$ cat src/rtl/cpu_mem_bridge_pkg.sv
// Shared definitions for the CPU-to-memory bridge: FSM state encoding,
// channel owner encoding, access size codes and the debug view struct.
package cpu_mem_bridge_pkg;

  typedef enum logic [1:0] {
    IDLE = 2'd0,
    REQ  = 2'd1,
    RESP = 2'd2,
    DONE = 2'd3
  } state_e;

  localparam logic OWN_INST = 1'b0;
  localparam logic OWN_DATA = 1'b1;

  localparam logic [1:0] SZ_BYTE = 2'd0;
  localparam logic [1:0] SZ_HALF = 2'd1;
  localparam logic [1:0] SZ_WORD = 2'd2;

  // Debug view: FSM state, owner of the current/last transaction and the
  // arbiter's last-winner flag.
  typedef struct packed {
    state_e state;
    logic   owner;
    logic   last_owner;
  } bridge_dbg_t;

endpackage

$ cat src/rtl/cpu_mem_bridge_arbiter.sv
// Two-input grant generator for the bridge. Default build: fixed priority,
// data beats inst. With BRIDGE_RR_ARB_EN defined: round-robin, the channel
// that did not win the last accepted grant wins a tie.
module bridge_arbiter
  import cpu_mem_bridge_pkg::*;
(
  input  logic clk,
  input  logic resetn,
  input  logic req_inst,
  input  logic req_data,
  input  logic accept,
  output logic gnt_inst,
  output logic gnt_data,
  output logic last_owner
);

  logic last_q;
  logic last_d;
  logic prefer_data;

  // Grant selection and last-winner update on each accepted request.
  always_comb begin
`ifdef BRIDGE_RR_ARB_EN
    prefer_data = (last_q == OWN_INST);
`else
    prefer_data = 1'b1;
`endif
    gnt_data = req_data & (prefer_data | ~req_inst);
    gnt_inst = req_inst & ~gnt_data;
    last_d   = last_q;
    if (accept) begin
      last_d = gnt_data ? OWN_DATA : OWN_INST;
    end
  end

  // Last-winner flag; resets to inst so data wins the first tie.
  always_ff @(posedge clk or negedge resetn) begin
    if (!resetn) begin
      last_q <= OWN_INST;
    end else begin
      last_q <= last_d;
    end
  end

  assign last_owner = last_q;

endmodule

$ cat src/rtl/cpu_mem_bridge.sv
// Bridges the core's inst and data sram-like ports onto one valid/ready
// memory bus with a single outstanding transaction.
// Optional macro: BRIDGE_RR_ARB_EN selects round-robin arbitration.
//
// Handshakes: a channel request is taken in the IDLE cycle its addr_ok is
// high (combinational, at most one channel per cycle). The memory request is
// transferred on the rising edge where mem_req_valid && mem_req_ready; the
// request fields stay frozen from accept until then. mem_resp_valid is
// always accepted but only acts in RESP. data_ok is a one-cycle pulse to
// the owning channel, for reads and writes alike.
module cpu_mem_bridge
  import cpu_mem_bridge_pkg::*;
#(
  parameter int ADDR_W = 32,
  parameter int DATA_W = 32
) (
  input  logic                clk,
  input  logic                resetn,
  input  logic                inst_req,
  input  logic                inst_wr,
  input  logic [1:0]          inst_size,
  input  logic [DATA_W/8-1:0] inst_wstrb,
  input  logic [ADDR_W-1:0]   inst_addr,
  input  logic [DATA_W-1:0]   inst_wdata,
  output logic                inst_addr_ok,
  output logic                inst_data_ok,
  output logic [DATA_W-1:0]   inst_rdata,
  input  logic                data_req,
  input  logic                data_wr,
  input  logic [1:0]          data_size,
  input  logic [DATA_W/8-1:0] data_wstrb,
  input  logic [ADDR_W-1:0]   data_addr,
  input  logic [DATA_W-1:0]   data_wdata,
  output logic                data_addr_ok,
  output logic                data_data_ok,
  output logic [DATA_W-1:0]   data_rdata,
  output logic                mem_req_valid,
  input  logic                mem_req_ready,
  output logic                mem_req_wr,
  output logic [1:0]          mem_req_size,
  output logic [DATA_W/8-1:0] mem_req_wstrb,
  output logic [ADDR_W-1:0]   mem_req_addr,
  output logic [DATA_W-1:0]   mem_req_wdata,
  input  logic                mem_resp_valid,
  input  logic [DATA_W-1:0]   mem_resp_rdata,
  output bridge_dbg_t         dbg
);

  state_e              state_q, state_d;
  logic                owner_q, owner_d;
  logic                wr_q, wr_d;
  logic [1:0]          size_q, size_d;
  logic [DATA_W/8-1:0] wstrb_q, wstrb_d;
  logic [ADDR_W-1:0]   addr_q, addr_d;
  logic [DATA_W-1:0]   wdata_q, wdata_d;
  logic                req_valid_q, req_valid_d;
  logic                inst_ok_q, inst_ok_d;
  logic                data_ok_q, data_ok_d;
  logic [DATA_W-1:0]   inst_rdata_q, inst_rdata_d;
  logic [DATA_W-1:0]   data_rdata_q, data_rdata_d;

  logic idle;
  logic gnt_inst;
  logic gnt_data;
  logic last_owner;

  // Requests are only visible to the arbiter in IDLE and out of reset, so
  // addr_ok drops at once when resetn falls.
  assign idle = resetn && (state_q == IDLE);

  bridge_arbiter u_arb (
    .clk        (clk),
    .resetn     (resetn),
    .req_inst   (inst_req & idle),
    .req_data   (data_req & idle),
    .accept     (gnt_inst | gnt_data),
    .gnt_inst   (gnt_inst),
    .gnt_data   (gnt_data),
    .last_owner (last_owner)
  );

  // Next-state, request latch, response capture and registered strobes.
  always_comb begin
    state_d      = state_q;
    owner_d      = owner_q;
    wr_d         = wr_q;
    size_d       = size_q;
    wstrb_d      = wstrb_q;
    addr_d       = addr_q;
    wdata_d      = wdata_q;
    inst_rdata_d = inst_rdata_q;
    data_rdata_d = data_rdata_q;
    case (state_q)
      IDLE: begin
        if (gnt_data) begin
          owner_d = OWN_DATA;
          wr_d    = data_wr;
          size_d  = data_size;
          wstrb_d = data_wstrb;
          addr_d  = data_addr;
          wdata_d = data_wdata;
          state_d = REQ;
        end else if (gnt_inst) begin
          owner_d = OWN_INST;
          wr_d    = inst_wr;
          size_d  = inst_size;
          wstrb_d = inst_wstrb;
          addr_d  = inst_addr;
          wdata_d = inst_wdata;
          state_d = REQ;
        end
      end
      REQ: begin
        if (mem_req_ready) state_d = RESP;
      end
      RESP: begin
        if (mem_resp_valid) begin
          state_d = DONE;
          // Writes complete without touching the channel's read data.
          if (!wr_q) begin
            if (owner_q == OWN_DATA) data_rdata_d = mem_resp_rdata;
            else                     inst_rdata_d = mem_resp_rdata;
          end
        end
      end
      default: begin
        state_d = IDLE;
      end
    endcase
    req_valid_d = (state_d == REQ);
    inst_ok_d   = (state_d == DONE) && (owner_d == OWN_INST);
    data_ok_d   = (state_d == DONE) && (owner_d == OWN_DATA);
  end

  // Single state register for the FSM and all of its registered outputs.
  always_ff @(posedge clk or negedge resetn) begin
    if (!resetn) begin
      state_q      <= IDLE;
      owner_q      <= OWN_INST;
      wr_q         <= 1'b0;
      size_q       <= '0;
      wstrb_q      <= '0;
      addr_q       <= '0;
      wdata_q      <= '0;
      req_valid_q  <= 1'b0;
      inst_ok_q    <= 1'b0;
      data_ok_q    <= 1'b0;
      inst_rdata_q <= '0;
      data_rdata_q <= '0;
    end else begin
      state_q      <= state_d;
      owner_q      <= owner_d;
      wr_q         <= wr_d;
      size_q       <= size_d;
      wstrb_q      <= wstrb_d;
      addr_q       <= addr_d;
      wdata_q      <= wdata_d;
      req_valid_q  <= req_valid_d;
      inst_ok_q    <= inst_ok_d;
      data_ok_q    <= data_ok_d;
      inst_rdata_q <= inst_rdata_d;
      data_rdata_q <= data_rdata_d;
    end
  end

  assign inst_addr_ok   = gnt_inst;
  assign data_addr_ok   = gnt_data;
  assign inst_data_ok   = inst_ok_q;
  assign data_data_ok   = data_ok_q;
  assign inst_rdata     = inst_rdata_q;
  assign data_rdata     = data_rdata_q;
  assign mem_req_valid  = req_valid_q;
  assign mem_req_wr     = wr_q;
  assign mem_req_size   = size_q;
  assign mem_req_wstrb  = wstrb_q;
  assign mem_req_addr   = addr_q;
  assign mem_req_wdata  = wdata_q;
  assign dbg.state      = state_q;
  assign dbg.owner      = owner_q;
  assign dbg.last_owner = last_owner;

endmodule

$ cat config.mk
export PLATFORM = sky130hd
export DESIGN_NAME = cpu_mem_bridge
export DESIGN_NICKNAME = d
export VERILOG_FILES = /design/src/rtl/cpu_mem_bridge_pkg.sv /design/src/rtl/cpu_mem_bridge_arbiter.sv /design/src/rtl/cpu_mem_bridge.sv
export SDC_FILE = /design/constraint.sdc
export NUM_CORES = 1
export LEC_CHECK = 0
export ABC_AREA = 1
export CAP_MARGIN = 20
export CORE_AREA = 2 2 133 135
export DETAILED_ROUTE_END_ITERATION = 7
export DIE_AREA = 0 0 135 137
export GPL_TIMING_DRIVEN = 0
export HOLD_SLACK_MARGIN = 0.12
export PLACE_DENSITY = 0.9
export SLEW_MARGIN = 20
export SYNTH_ARGS = -nofsm -noshare
export SYNTH_HDL_FRONTEND = slang
export SYNTH_SLANG_ARGS = --single-unit
$ cat constraint.sdc
create_clock -name clk -period 1.4 [get_ports clk]
set_input_delay 0.28 -clock clk [delete_from_list [all_inputs] [get_ports clk]]
set_output_delay 0.28 -clock clk [all_outputs]
set_load 0.05 [all_outputs]
======== Word level (Yosys, flattened, before mapping) ========
Index checks and enable logic that the tools add are counted.
Widths: inputs -> output; s select.
word-level totals
  flip-flop bits (word level) ............. 142
  latch bits .............................. 0
  memory bits (writable) .................. 0
  ROM bits ................................ 0
  input bits .............................. 180
  output and inout port bits .............. 144
  word-level logic and storage cells ...... 52
  memories kept ........................... 0
cells by class
  add/sub/neg operators ................... 0
  multipliers ............................. 0
  divide/modulo/power cells ............... 0
  $lt $le $gt $ge ......................... 0
  equality and inequality tests ........... 4
  shift operators ......................... 0
  multiplexer cells ....................... 19
  bitwise operators ....................... 8
  reductions and logical operators ........ 8
operators with widths
  cell                number
  $mux 32             4
  $mux 2              6
  $mux 4              2
  $reduce_and 4->1    2
  $mux 1              6
  $pmux 2 s3          1
  $eq 2x1->1 const B  2
  $eq 2x2->1 const B  2
  $not 1->1           4
  $and 1x1->1         3
  $logic_and 1x1->1   3
  $logic_not 2->1     1
  $reduce_and 2->1    1
  $reduce_bool 2->1   1
  $or 1x1->1          1

======== Logic depth before layout (Yosys ltp) ========
  word-level depth ........................ 10
  mapped depth ............................ 7
  gate-level depth less buffers ........... 6

======== By module ========
From an unflattened synthesis, not the netlist that was laid out.
unflattened totals
  cell total of the unflattened synthesis .. 850
  area total of the unflattened synthesis .. 6454.9 um^2
by module, submodules not included
  module          instances  cells an instance  area an instance (um^2)  sequential area each (um^2)
  cpu_mem_bridge  1          842                6399.9                   3528.4
  bridge_arbiter  1          8                  55.1                     25.0

======== Least setup slack after synthesis ========
OpenSTA, ideal clock, no wires.
  path type ............................... reg2out
  from .................................... reg state_q[0]
  to ...................................... out inst_addr_ok
  data arrival time ....................... 1750 ps
  data required time ...................... 1120 ps
  path slack .............................. -630 ps
  stages on the path, launching flop included .. 5
  path buffers ............................ 1
  path through ............................ dfrtp_1 nor2_1 buf_4 nand3_4 nor2_1
on the way
  cells in the longest elaborated chain, start to end .. 5
  elaborated cells between the ends (all ways) .. 6
  those cells by class .................... 4 x bitwise; 2 x reduce/logical
ends and longest elaborated chain
  item                    RTL line                      text
  start, declared         cpu_mem_bridge.sv:49          state_e state_q, state_d;
  start signal, assigned  cpu_mem_bridge.sv:151         state_q <= state_d;
  $logic_not 2->1 (*)     cpu_mem_bridge.sv:69          assign idle = resetn && (state_q == IDLE);
  $logic_and 1x1->1 (*)   cpu_mem_bridge.sv:69
  $and 1x1->1             cpu_mem_bridge.sv:75          .req_data (data_req & idle),
  $not 1->1               cpu_mem_bridge_arbiter.sv:29  gnt_inst = req_inst & ~gnt_data;
  $and 1x1->1 (*)         cpu_mem_bridge_arbiter.sv:29
  end, declared           cpu_mem_bridge.sv:25          output logic inst_addr_ok,
Mark *: on every way between the ends. The rest lies on a longest branch, timed or not.

======== Final worst setup path ========
  from .................................... in data_req
  to ...................................... out inst_addr_ok
on the way
  cells in the longest elaborated chain, start to end .. 3
ends and longest elaborated chain
  item             RTL line                      text
  start, declared  cpu_mem_bridge.sv:28          input logic data_req,
  $and 1x1->1      cpu_mem_bridge.sv:75
  $not 1->1        cpu_mem_bridge_arbiter.sv:29
  $and 1x1->1      cpu_mem_bridge_arbiter.sv:29
Every way passes these cells.

==> impl_metrics.csv <==
group,metric,value,unit
status,result_of_the_run,"complete, but fails checks",
status,violations_in_the_final_reports,"negative hold slack, negative setup slack",
yosys,post_synth_instance_area,6990,um^2
yosys,syn-num-nets,1103,
yosys,yosys_register_bits,142,
place,gp_congestion,0.936,
layout,share_of_cells_above_drive_strength_1,0.218,
global_route,grtUsageTotal,0.268,
setup_path,worstPathMaxFanout,10,
yosys,synth-compound-area-share,0.0497,
setup_path,required,1.12,ns
worst_hold_path,worstHoldPathType,"in -> async",
place,final_hpwl_from_detailed_placement,17900,um
route,via_per_inst,5.02,
clocking,cts_hold_buffers,2,
sta,layout_setup_ws,-0.366,ns
global_route,grt_antenna_before_repair,0,
route,vias,7710,
clocking,cts.sinks,142,
route,drt_wl_total,25600,um
sta,period_needed,1.77,ns
global_route,pin_count_of_the_biggest_net_entering_global_routing,40,
floorplan,die_width,135,um
global_route,grt_overflow,0,
route,route.antenna.remaining_nets,0,
layout,layout.cells.most_common,"nand2_1",
route,routedWlPerCell,16.7,um
sta,fin_skew,0.0130,ns
global_route,grt_pass1_vias,7534,
clocking,clk_root_buffer_cell,"clkbuf_16",
global_route,grt_pass1_wl,38600,um
pwr,cellPowerDensity,2500,nW/um^2
yosys,yosys.area_share.adder,0,
floorplan,dieHeight,137,um
floorplan,die_area,18500,um^2
sta,rsz_0062_raised_after_global_routing,"true",
clocking,cts_tree,"built",
floorplan,core_area,17100,um^2
setup_path,setup.worst_path.end_class,"primary output",
layout,layout.cells.most_common_list,"nand2_1 (313), clkdlybuf4s50_1 (178), inv_1 (177), dfrtp_1 (138), clkbuf_2 (112)",
yosys,cell_variety_after_synth,17,
yosys,yosys.area_share.simple,0.297,
layout,insertedDiodeCount,0,
layout,final_area,11200,um^2
setup_path,critPathKind,"in -> out",
setup_path,regToRegEndpoint,"mem_req_addr[10]$_DFFE_PN0P_",
yosys,postSynthCellCount,923,
pwr,peakVddDrop,1260,uV
layout,nets,1478,
floorplan,initial_standard_cell_utilization_of_the_core,0.410,
clocking,cts.clk_slew.worst_paths,0.06,ns
sta,slew-limit-headroom,0.649,
yosys,synth.mux.area_fraction,0,
sta,highest_clock_rate,566,MHz
yosys,synth_warnings,0,
sta,fin_crit_sh,1.26,
sta,finalHoldViolCount,70,
clocking,source_to_sink_clock_delay_at_the_later_pin_of_the_worst_skew_pair,0.42,ns
setup_path,ff2ff_path_depth,8,
place,placedInstanceArea,10600,um^2
pwr,static-leakage-power,6.20,nW
route,drc,0,
clocking,tritoncts.num_buffers,17,
floorplan,placementRows,48,
setup_path,startpoint_type,"primary input",
sta,finalHoldWorstSlack,-0.286,ns
route,dr.first_iter.drc_count,505,
layout,area_delta_synth_final,60.6,%
sta,max_slew.worst_pin.slew,0.526,ns
clocking,clock_path_buffers,2,
clocking,htree_num_levels,4,
yosys,synth.yosys.seq_area_share,0.508,
route,drt-pass1-iter-count,6,
pwr,total_power,28.0,mW
yosys,synth_xor_area_frac,0,
setup_path,worstPathArrival,1.49,ns
flow_run,cap_violations,0,
setup_path,crit-reg2reg-launch,"state_q[1]$_DFF_PN0_",
yosys,main_combinational_cell_family_by_area_after_synthesis,"simple AND/OR/NAND/NOR gates",
yosys,syn-mean-instance-area,7.57,um^2
sta,finalMaxSlewViolations,0,
floorplan,io_pins,324,
place,port_buffers,323,
sta,setup_violations,118,
setup_path,reg2reg_setup_slack,-0.25,ns
==> power breakdown <==
| part | leakage [nW] | switching, mW | internal, mW | total (mW) |
|---|---|---|---|---|
| clock network | 0.298 | 1.79 | 2.91 | 4.70 |
| registers | 1.75 | 1.21 | 6.15 | 7.36 |
| logic | 4.15 | 11.8 | 4.19 | 16.0 |
==> kinds of logic (layout without fill, tap and decap cells) <==
kind of cell,Yosys count,after routing
AOI/OAI and AO/OA,68,68
buffers and inverters,241,627
DFF,142,142
and+or+nand+nor,472,473
==> registers in the layout (all words and copies together), names as in the netlist <==
signal	flops
data_data_ok	1
data_rdata	32
inst_data_ok	1
inst_rdata	32
mem_req_addr	32
mem_req_size	2
mem_req_valid	1
mem_req_wdata	32
mem_req_wr	1
mem_req_wstrb	4
owner_q	1
state_q	2
u_arb.last_owner	1
==> metrics by stage <==
stage               setup WS [ns]   util  setup TNS, ns  instances  hold slack, ns
global route               -0.424  0.658         -26.23       1535          -0.294
CTS                        -0.379  0.655         -47.22       1514          -0.294
global placement            -6.83  0.619       -1312.98       1471           0.456
floorplan                 -0.0815      -          -1.06        923         -0.0156
finish                     -0.366  0.658         -16.88       1535          -0.286
detailed placement          -1.56  0.620         -98.00       1472           0.272
==> metal layers <==
layer | up-vias | track usage | wire (um)
met4 | 0 | 0.129 | 1130
li1 | 3618 | - | -
met5 | - | 0 | 0
met3 | 95 | 0.0548 | 1740
met2 | 385 | 0.449 | 12400
met1 | 3612 | 0.331 | 10400
==> what timing repair did <==
item	CTS	global route
endpoints found under the setup margin	283	253
hold endpoints to repair	104	70
pin swaps	3	4
cloned	2	8
buffers inserted	7	14
resized for setup	321	348
==> area by class of cell <==
class / instances / area [um^2]
Clock inverter: 11 / 155
Timing Repair Buffer: 355 / 3000
Buffer: 63 / 536
Tap cell: 225 / 282
Fill cell: 1381 / 5830
Sequential cell: 142 / 3560
Multi-Input combinational cell: 541 / 2560
Clock buffer: 20 / 457
Inverter: 178 / 681
==> how the worst max path moves through the flow <==
stage               cells after the start      endpoint                  from  slack [ns]
floorplan                               4  inst_addr_ok  state_q[1]$_DFF_PN0_       -0.08
global placement                        5  data_addr_ok                resetn       -6.83
detailed placement                      6  inst_addr_ok                resetn       -1.56
CTS                                     5  inst_addr_ok  state_q[0]$_DFF_PN0_       -0.38
global route                            5  inst_addr_ok  state_q[1]$_DFF_PN0_       -0.42
finish                                  5  inst_addr_ok              data_req       -0.37
==> worst max-delay path: stages <==
cell	delay, ns
clkdlybuf4s50_1	0.55
buf_6	0.20
clkbuf_4	0.24
nor2_4	0.07
buf_8	0.15
==> cell usage after synthesis, drive strengths merged <==
cell,count,area [um^2]
o211ai,1,12.5
a21oi,1,5.00
nand3,75,398
nand2,318,1200
nand4,71,444
clkbuf,28,105
dfrtp,142,3550
o21ai,66,330
inv,178,668
buf,35,239
nor2,8,35.0
Note: power is estimated with default switching activity, not from simulation.
